**config.mk**
```make
export PLATFORM = sky130hd
export DESIGN_NAME = adder_reg_flat
export DESIGN_NICKNAME = d
export VERILOG_FILES = /design/src/rtl/adder_reg_if.sv /design/src/rtl/adder_reg.sv /design/src/flat_wrapper.sv
export SDC_FILE = /design/constraint.sdc
export NUM_CORES = 1
export LEC_CHECK = 0
export ABC_AREA = 1
export BUFFER_PORTS_ARGS = -buffer_cell sky130_fd_sc_hd__buf_2
export CAP_MARGIN = 20
export CORE_UTILIZATION = 47
export DETAILED_ROUTE_END_ITERATION = 10
export PLACE_DENSITY_LB_ADDON = 0.08
export RECOVER_POWER = 25
export REMOVE_ABC_BUFFERS = 1
export SYNTH_ARGS = -nofsm -noshare
export SYNTH_HDL_FRONTEND = slang
export SYNTH_SLANG_ARGS = --single-unit
export TNS_END_PERCENT = 5
```
**constraint.sdc**
```tcl
create_clock -name clk_i -period 0.8 [get_ports clk_i]
set_input_delay 0.12 -clock clk_i [delete_from_list [all_inputs] [get_ports clk_i]]
set_output_delay 0.12 -clock clk_i [all_outputs]
set_load 0.02 [all_outputs]
```
**src/rtl/adder_reg_if.sv**
```systemverilog
// Operand/result bundle for adder_reg. The master drives the operands and the slave (the adder) drives the results.
interface adder_reg_if #(
  parameter int SIZE = 8
);
  logic            valid_i;
  logic [SIZE-1:0] a_i;
  logic [SIZE-1:0] b_i;
  logic            carryin_i;
  logic [SIZE-1:0] result_o;
  logic            carryout_o;
  logic            valid_o;
  logic            zero_o;
  logic            overflow_o;

  modport master (
    output valid_i, a_i, b_i, carryin_i,
    input  result_o, carryout_o, valid_o, zero_o, overflow_o
  );

  modport slave (
    input  valid_i, a_i, b_i, carryin_i,
    output result_o, carryout_o, valid_o, zero_o, overflow_o
  );
endinterface

```
**src/rtl/adder_reg.sv**
```systemverilog
// Registered unsigned adder with carry in/out, a valid strobe, and zero and signed-overflow flags.
// Optional macro ADDER_REG_SATURATE_EN clamps the result to all ones on carry-out.
module adder_reg #(
  parameter int SIZE = 8
) (
  input  logic        clk_i,
  input  logic        rst_i,
  adder_reg_if.slave  bus
);

  logic [SIZE:0]   full;
  logic [SIZE-1:0] sum_d;
  logic            ovf_d;

  logic [SIZE-1:0] result_d, result_q;
  logic            carry_d, carry_q;
  logic            zero_d, zero_q;
  logic            overflow_d, overflow_q;
  logic            valid_d, valid_q;

  assign full  = {1'b0, bus.a_i} + {1'b0, bus.b_i} + {{SIZE{1'b0}}, bus.carryin_i};
  assign ovf_d = (bus.a_i[SIZE-1] == bus.b_i[SIZE-1]) && (full[SIZE-1] != bus.a_i[SIZE-1]);

`ifdef ADDER_REG_SATURATE_EN
  assign sum_d = full[SIZE] ? {SIZE{1'b1}} : full[SIZE-1:0];
`else
  assign sum_d = full[SIZE-1:0];
`endif

  // Data and flags hold on idle cycles so undriven operands never reach the outputs.
  always_comb begin
    result_d   = result_q;
    carry_d    = carry_q;
    zero_d     = zero_q;
    overflow_d = overflow_q;
    valid_d    = bus.valid_i;
    if (bus.valid_i) begin
      result_d   = sum_d;
      carry_d    = full[SIZE];
      zero_d     = (sum_d == '0);
      overflow_d = ovf_d;
    end
  end

  always_ff @(posedge clk_i or posedge rst_i) begin
    if (rst_i) begin
      result_q   <= '0;
      carry_q    <= 1'b0;
      zero_q     <= 1'b0;
      overflow_q <= 1'b0;
      valid_q    <= 1'b0;
    end else begin
      result_q   <= result_d;
      carry_q    <= carry_d;
      zero_q     <= zero_d;
      overflow_q <= overflow_d;
      valid_q    <= valid_d;
    end
  end

  assign bus.result_o   = result_q;
  assign bus.carryout_o = carry_q;
  assign bus.zero_o     = zero_q;
  assign bus.overflow_o = overflow_q;
  assign bus.valid_o    = valid_q;

endmodule

```
**src/flat_wrapper.sv**
```systemverilog
// flat-port wrapper written by rule: the top's interface ports become plain ports
module adder_reg_flat 
#(
  parameter int SIZE = 8
)
  (clk_i, rst_i, bus_valid_i, bus_a_i, bus_b_i, bus_carryin_i, bus_result_o, bus_carryout_o, bus_valid_o, bus_zero_o, bus_overflow_o);
  adder_reg_if #(.SIZE(SIZE)) bus_i ();
  input  logic clk_i;
  input  logic rst_i;
  input wire logic [$bits(bus_i.valid_i)-1:0] bus_valid_i;
  input wire logic [$bits(bus_i.a_i)-1:0] bus_a_i;
  input wire logic [$bits(bus_i.b_i)-1:0] bus_b_i;
  input wire logic [$bits(bus_i.carryin_i)-1:0] bus_carryin_i;
  output wire logic [$bits(bus_i.result_o)-1:0] bus_result_o;
  output wire logic [$bits(bus_i.carryout_o)-1:0] bus_carryout_o;
  output wire logic [$bits(bus_i.valid_o)-1:0] bus_valid_o;
  output wire logic [$bits(bus_i.zero_o)-1:0] bus_zero_o;
  output wire logic [$bits(bus_i.overflow_o)-1:0] bus_overflow_o;
  assign bus_i.valid_i = bus_valid_i;
  assign bus_i.a_i = bus_a_i;
  assign bus_i.b_i = bus_b_i;
  assign bus_i.carryin_i = bus_carryin_i;
  assign bus_result_o = bus_i.result_o;
  assign bus_carryout_o = bus_i.carryout_o;
  assign bus_valid_o = bus_i.valid_o;
  assign bus_zero_o = bus_i.zero_o;
  assign bus_overflow_o = bus_i.overflow_o;
  adder_reg #(.SIZE(SIZE)) u_core (.clk_i(clk_i), .rst_i(rst_i), .bus(bus_i));
endmodule
```
# Word-level counts from Yosys, hierarchy flattened
# Index checks and enable logic that the tools add are counted.
totals:
  regBits: 12
  output_inout_bits: 12
op_classes:
  reduce_logical: 2
  add_sub_neg: 2
  n_eq_ne: 2
ops:
  columns: ["operator", "count"]
  rows:
  - ["adder 8 x 8 -> 9 bit", 1]
  - ["adder 9 x 1 -> 9 bit", 1]
  - ["logical NOT 8 bit", 1]
  - ["== test 1 bit", 1]
  - ["logical AND 1 bit", 1]
  - ["inequality test 1 bit", 1]

# Logic depth before layout (Yosys ltp)
# Gate-level depths: netlist of the first run.
depth:
  word_depth: 4
  ltp_mapped: 13
  ltp_nobuf: 13

# Worst setup path before layout of the first run
# OpenSTA, ideal clock, no wires.
synth_timing:
  path_type: "input-to-reg"
  startpoint: "in bus_carryin_i"
  endpoint: "reg u_core.zero_q, in the netlist u_core.bus.zero_o"
  slack_ps: -859
  required_ps: 735
  n_path_buf: 0
  arrival_time_ps: 1594
  stages: 11
  cell_sequence: "inv_1 fa_1 inv_1 fa_1 nor2_4 nand2_1 nor2_1 nand3_1 nor2_1 nand3_1 nand2_1"
synth_via:
  elab_chain_cells: 2
synth_rtl:
  columns: ["element", "line_no", "rtl"]
  rows:
  - ["from (decl)", "flat_wrapper.sv:13", "input wire logic [$bits(bus_i.carryin_i)-1:0] bus_carryin_i;"]
  - ["adder 9 x 1 -> 9 bit", "adder_reg.sv:21", "assign full = {1'b0, bus.a_i} + {1'b0, bus.b_i} + {{SIZE{1'b0}}, bus.carryin_i};"]
  - ["net u_core.full[1]", "adder_reg.sv:11", "logic [SIZE:0] full;"]
  - ["logical NOT 8 bit", "adder_reg.sv:40", "zero_d = (sum_d == '0);"]
  - ["to (signal assigned)", "adder_reg.sv:55", "zero_q <= zero_d;"]
  - ["to (decl)", "adder_reg.sv:17", "logic zero_d, zero_q;"]
# The timed path passes the listed nets, and every way through them passes these cells.
# A chain may end at the register's enable or synchronous reset.

# Worst setup path in the final report of the first run
layout_timing:
  startpoint: "in bus_a_i[0]"
  endpoint: "reg u_core.zero_q, in the netlist u_core.bus.zero_o"
layout_via:
  elab_chain_cells: 3
layout_rtl:
  columns: ["element", "line_no", "rtl"]
  rows:
  - ["from (decl)", "flat_wrapper.sv:11", "input wire logic [$bits(bus_i.a_i)-1:0] bus_a_i;"]
  - ["adder 8 x 8 -> 9 bit", "adder_reg.sv:21", null]
  - ["adder 9 x 1 -> 9 bit", "adder_reg.sv:21", null]
  - ["net u_core.full[1]", "adder_reg.sv:11", null]
  - ["logical NOT 8 bit", "adder_reg.sv:40", null]
# The timed path passes the listed nets, and every way through them passes these cells.

==> results.yml, run 1 <==
worst_setup_path:
  crit_arrival_ns: 1.66
  critPathCaptureType: "flop"
  reg2reg_depth: 2
  r2r-start: "u_core.bus.carryout_o"
  start_kind: "input pin"
  crit_required_ns: 1.02
  r2r_slack_ns: 0.11
  crit_type: "in2reg"
  reg2reg_to: "u_core.bus.carryout_o"
  path_max_fanout: 2
placement:
  place_area_um2: 1110
  place.gp.congestion: 0.754
  pre_cts_slack_ns: -1.05
  place_hpwl_um: 1400
  dp.cells: 183
  numPortBuffers: 31
grt:
  grt_first_pass_wirelength_um: 3050
  grt_max_degree: 16
  grt_pass1_vias: 813
  grt_overflow_total: 0
  grt_usage_pct: 20.9
  grt_antenna_before_repair: 0
routing:
  drtIter0Drc: 18
  vias_per_cell: 4.53
  wirelength_um: 1840
  first_pass_iters: 5
  post-route-drc-count: 0
  antenna_left: 0
  via_count: 856
  wl_per_cell_um: 9.76
pwr:
  p_seq_share_pct: 36.3
  combPwrFrac_pct: 39.4
  p_sw_mw: 0.708
  vdd_ir_drop_max_mv: 0.910
  p_clk_share_pct: 24.3
  power_density_nw_per_um2: 1670
  p_leak_nw: 0.701
  switching_share_pct: 35.0
  intPower_mw: 1.31
timing:
  rsz0062_at_grt: "true"
  finalHoldViolations: 0
  period_minus_slack_ns: 1.43
  fin_worst_skew_ns: 0
  fin_crit_sh_pct: 179
  fmax_mhz: 697
  setup_viol: 22
  slew_viol_final: 0
  tns_ns: -5.47
  slew_headroom_pct: 70.7
  worst_pin_slew_ns: 0.438
  finalWorstSetupSlack_ns: -0.634
synth:
  synth-compound-area-share_pct: 8.16
  synth_fa_ha_area_share_pct: 15.1
  synthMuxAreaShare_pct: 0
  synthXorXnorAreaFrac_pct: 2.08
  synth_warnings: 0
  syn-cell-area_um2: 843
  syn_inst: 117
  seq_area_frac_synth_pct: 35.6
  ys_ff_latch: 12
  synth_top_family_by_area: "simple AND/OR/NAND/NOR gates"
  syn_area_per_cell_um2: 7.21
  synthSimpleGateAreaFrac_pct: 30.1
  synth.distinct_cells: 17
layout:
  drive_above_1_share_pct: 37.6
  diodes: 0
  final_util_pct: 76.1
  synthToLayoutAreaGrowth_pct: 43.9
  stdcell_area_um2: 1210
  final_common_cell: "nand2_1"
  layout_common_cells: "nand2_1, buf_2, inv_1, buf_4, dfrtp_1"
  fillers: 140
  instances_no_fill: 189
  layout.nets: 195
flow_run:
  cap_violations: 0
cts:
  cts_buffer_depth: 2
  numCtsBuffers: 3
  ctsRootBufferMaster: "clkbuf_4"
  cts.clk_slew.worst_paths_ns: 0.08
  cts_tree: "yes"
  cts_sinks: 12
  clkLatencyLatePin_ns: 0.28
  htreeDepth: 1
hold_path:
  holdPathStages: 4
  hold_path.class: "in2reg"
  min_to: "u_core.bus.result_o[1]"
  hp-start: "bus_valid_i"
floorplanning:
  die_x_um: 44.4
  die_y_um: 44.4
  fp.dieArea_um2: 1970
  core_um2: 1590
  rows: 14
  initial_core_util_pct: 52.9
  io_pins: 32
run_status:
  violations: "negative setup slack"
  status: "complete, but fails checks"
[metal layers]
metal | wire (µm) | up-vias | track usage [%]
met4 | 27 | 0 | 10.9
met3 | 62 | 4 | 2.45
met5 | 0 | - | 0
met2 | 909 | 25 | 37.1
li1 | - | 460 | -
met1 | 845 | 367 | 24.5
[power groups by stage]
| stage | registers, mW | logic [mW] | clock network (mW) |
|---|---|---|---|
| floorplan | 0.852 | 0.332 | 0 |
| global placement | 0.738 | 0.718 | 0 |
| detailed placement | 0.743 | 0.735 | 0 |
| CTS | 0.731 | 0.783 | 0.490 |
| global route | 0.743 | 0.893 | 0.524 |
| finish | 0.733 | 0.797 | 0.492 |
[cells in the mapped netlist, drive strengths merged]
library cell / instances / area [µm²]
ha: 7 / 87.6
a21boi: 1 / 7.51
nand3: 9 / 45.0
fa: 2 / 40.0
nand4: 1 / 6.26
inv: 19 / 71.3
nand2: 39 / 146
clkbuf: 1 / 3.75
xor2: 2 / 17.5
o21ai: 7 / 35.0
nor2: 11 / 48.8
nand3b: 1 / 7.51
dfrtp: 12 / 300
a31oi: 1 / 6.26
a21oi: 4 / 20.0
[registers in the layout, summed over array words and instances, names as in the netlist]
register,flops
u_core.bus.carryout_o,1
u_core.bus.overflow_o,1
u_core.bus.result_o,8
u_core.bus.valid_o,1
u_core.bus.zero_o,1
[what timing repair did]
| action | CTS | global route |
|---|---|---|
| hold buffers | 1 | 0 |
| endpoints found under the setup margin | 22 | 22 |
| buffers inserted | 1 | 0 |
| pin swaps | 9 | 4 |
| gates resized for setup | 16 | 5 |
| hold endpoints to repair | 12 | 0 |
[final cells by class]
type	count	area [µm²]	area share, %
multi-input combinational	85	502	41.3
clock buffer	4	36.3	2.99
tap	24	30.0	2.47
inverter	19	73.8	6.08
sequential	12	300	24.7
timing repair buffer	45	272	22.4
[stage by stage]
stage | hold WS [ns] | power [mW]
2_1_floorplan | -0.0153 | 1.18
3_3_place_gp | 0.135 | 1.46
3_5_place_dp | 0.145 | 1.48
4_1_cts | 0.117 | 2.00
5_1_grt | 0.173 | 2.16
6_report | 0.165 | 2.02
[worst max path at each step]
stage	start	end	slack (ns)
floorplan	bus_carryin_i	u_core.bus.zero_o	-0.86
global placement	bus_carryin_i	u_core.bus.zero_o	-0.98
detailed placement	bus_carryin_i	u_core.bus.zero_o	-1.05
CTS	bus_a_i[0]	u_core.bus.zero_o	-0.65
global route	bus_a_i[0]	u_core.bus.zero_o	-0.71
finish	bus_a_i[0]	u_core.bus.zero_o	-0.63
[cell families (layout without fill, tap and decap cells)]
logic type,Yosys count,count (layout)
XOR/XNOR,2,2
adder cells (fa/ha/maj),9,9
flip-flops,12,12
buffers and inverters,20,68
AO/OA/AOI/OAI,13,13
AND/OR/NAND/NOR,61,61
[critical path, cell delays in order]
cell and delay [ns]:
buf_6 0.08, inv_4 0.03, fa_2 0.37, inv_2 0.07, fa_2 0.45, nor2_4 0.09
nand2_1 0.05, nor2_1 0.08, nand3_1 0.07, nor2_1 0.10, nand3_1 0.07, nand2_1 0.06
Note: power is estimated with default switching activity, not from simulation.
==> inputs of run 2 (changes only) <==
--- a/config.mk
+++ b/config.mk
@@ -5,7 +5,7 @@
 export SDC_FILE = /design/constraint.sdc
 export NUM_CORES = 1
 export LEC_CHECK = 0
-export ABC_AREA = 1
+export ABC_AREA = 0
 export BUFFER_PORTS_ARGS = -buffer_cell sky130_fd_sc_hd__buf_2
 export CAP_MARGIN = 20
 export CORE_UTILIZATION = 47
@@ -13,6 +13,7 @@
 export PLACE_DENSITY_LB_ADDON = 0.08
 export RECOVER_POWER = 25
 export REMOVE_ABC_BUFFERS = 1
+export SLEW_MARGIN = 15
 export SYNTH_ARGS = -nofsm -noshare
 export SYNTH_HDL_FRONTEND = slang
 export SYNTH_SLANG_ARGS = --single-unit
==> run 2 against run 1 <==
  * The flow still finishes with violations (negative setup slack)
  * Largest power group unchanged
  * Synthesized cell count fell by 30%
  * Sequential cell count did not move
  * Clock power fell by 3%
  * Critical path type unchanged
==> results.yml, run 2 <==
cts:
  ctsRootBufferMaster: "clkbuf_4"
  clkLatencyLatePin_ns: 0.27
  numCtsBuffers: 3
  htreeDepth: 1
  cts.clk_slew.worst_paths_ns: 0.07
  cts_tree: "yes"
  cts_sinks: 12
  cts_buffer_depth: 2
placement:
  numPortBuffers: 31
  place.gp.congestion: 0.804
  dp.cells: 144
  place_hpwl_um: 1370
  pre_cts_slack_ns: -1.38
synth:
  syn_area_per_cell_um2: 10.1
  seq_area_frac_synth_pct: 36.1
  synth-main-ff-cell: "dfrtp_1"
  synth_edf_count: 0
  synth_warnings: 0
  yosys-top-cells-count: "dfrtp_1, inv_1, ha_1, nor2_1, nor3_1"
  synth_top_area_share_pct: 36.1
  async_reset_ff_share_pct: 100
  syn-cell-area_um2: 831
  synth_most_common_cell: "dfrtp_1"
  synth_area_leaders: "dfrtp_1, ha_1, mux2_2"
  synth.distinct_cells: 31
  synth_top_cell_by_area: "dfrtp_1"
  ys_ff_latch: 12
  syn_inst: 82
grt:
  grt_max_degree: 16
  grt_antenna_before_repair: 0
  grt_first_pass_wirelength_um: 2950
  grt_overflow_total: 0
  grt_usage_pct: 21.3
  grt_pass1_vias: 750
worst_setup_path:
  crit_arrival_ns: 1.93
  r2r_slack_ns: 0.03
  crit_slowest_cell: "a221o_1"
  crit_type: "in2reg"
  slowest_delay_ns: 0.35
  critPathCaptureType: "flop"
  path_cells: "buf_6 > inv_2 > fa_2 > inv_2 > fa_2 > a211o_1 > a211o_1 > a221o_1 > o2111ai_2 > o32ai_2"
  path_max_fanout: 2
  crit_required_ns: 0.96
  start_kind: "input pin"
floorplanning:
  rows: 14
  fp.dieArea_um2: 1940
  core_um2: 1580
  die_y_um: 44.0
  initial_core_util_pct: 52.7
  die_x_um: 44.0
  io_pins: 32
timing:
  fin_crit_sh_pct: 221
  slew_viol_final: 0
  rsz0062_at_grt: "true"
  fmax_mhz: 564
  fin_worst_skew_ns: 0
  setup_viol: 23
  worst_pin_slew_ns: 0.433
  hold_ws_ns: 0.201
  period_minus_slack_ns: 1.77
  slew_headroom_pct: 71.1
  finalWorstSetupSlack_ns: -0.972
  finalHoldViolations: 0
pwr:
  power_density_nw_per_um2: 1760
  vdd_ir_drop_max_mv: 1.17
  p_leak_nw: 0.630
routing:
  antenna_left: 0
  via_count: 813
  wl_per_cell_um: 11.6
  vias_per_cell: 5.42
  first_pass_iters: 6
  post-route-drc-count: 0
  drtIter0Drc: 10
  wirelength_um: 1730
layout:
  instances_no_fill: 150
  drive_above_1_share_pct: 53.0
  final_common_cell: "buf_2"
  synthToLayoutAreaGrowth_pct: 49.1
  largest_reg_flops: 8
  layout_common_cells: "buf_2, buf_4, dfrtp_1, inv_1, ha_1"
  diodes: 0
  layout.nets: 164
  final_util_pct: 78.6
flow_run:
  cap_violations: 0
run_status:
  violations: "negative setup slack"
  status: "complete, but fails checks"
hold_path:
  hold_path.class: "in2reg"
[run 2: repair_timing]
| item | CTS | global route |
|---|---|---|
| endpoints found under the hold margin | 12 | 0 |
| resized for setup | 8 | 11 |
| setup buffers | 1 | 0 |
| hold buffers | 1 | 0 |
| endpoints found under the setup margin | 23 | 23 |
| cloned | 0 | 0 |
| pin swaps | 4 | 2 |
[run 2: cell type report]
class	count	area (µm²)
sequential	12	300
fill	121	338
clock buffer	4	36.3
multi-input combinational	59	533
timing repair buffer	49	312
tap	16	20.0
inverter	10	37.5
[run 2: per-stage QoR]
step	total power [mW]	instance area [µm²]	setup TNS, ns
after floorplan	1.30	827	-8.63
after global placement	1.63	1120	-11.23
after detailed placement	1.65	1120	-11.48
after CTS	2.17	1210	-8.96
after global routing	2.33	1240	-9.60
final	2.18	1240	-8.42
[run 2: cell families after synthesis]
kind of cell	count (synthesis)	share of synthesized area (%)
XOR/XNOR	4	4.22
AND/OR/NAND/NOR	19	11.6
buffers and inverters	11	4.97
adder cells (fa/ha/maj)	9	15.4
AO/OA/AOI/OAI	21	19.3
multiplexers	6	8.43
flip-flops	12	36.1
[run 2: path summary, 6_finish.rpt]
path,startpoint,endpoint,depth (start not counted)
hold reg to reg,u_core.bus.result_o[0],u_core.bus.result_o[0],1
max in group asynchronous,rst_i,u_core.bus.result_o[3],3
hold / removal,bus_valid_i,u_core.bus.valid_o,2
setup / recovery,bus_carryin_i,u_core.bus.zero_o,10
min in group asynchronous,rst_i,u_core.bus.result_o[7],3
setup reg to reg,u_core.bus.result_o[5],u_core.bus.result_o[5],1
[run 2: critical path: cells and delay by family]
kind,cells,cell delay (ns)
buf+inv,3,0.18
compound gates,5,1.11
fa+ha+maj,2,0.53
[run 2: power breakdown]
part | internal [mW] | switching (mW)
clock network | 0.277 | 0.199
logic | 0.460 | 0.483
registers | 0.714 | 0.0499
[run 2: metal layers]
layer | wire (µm) | global-route usage, %
met1 | 751 | 23.9
met3 | 77 | 6.12
met4 | 41 | 10.9
met2 | 862 | 36.5
met5 | 0 | 0
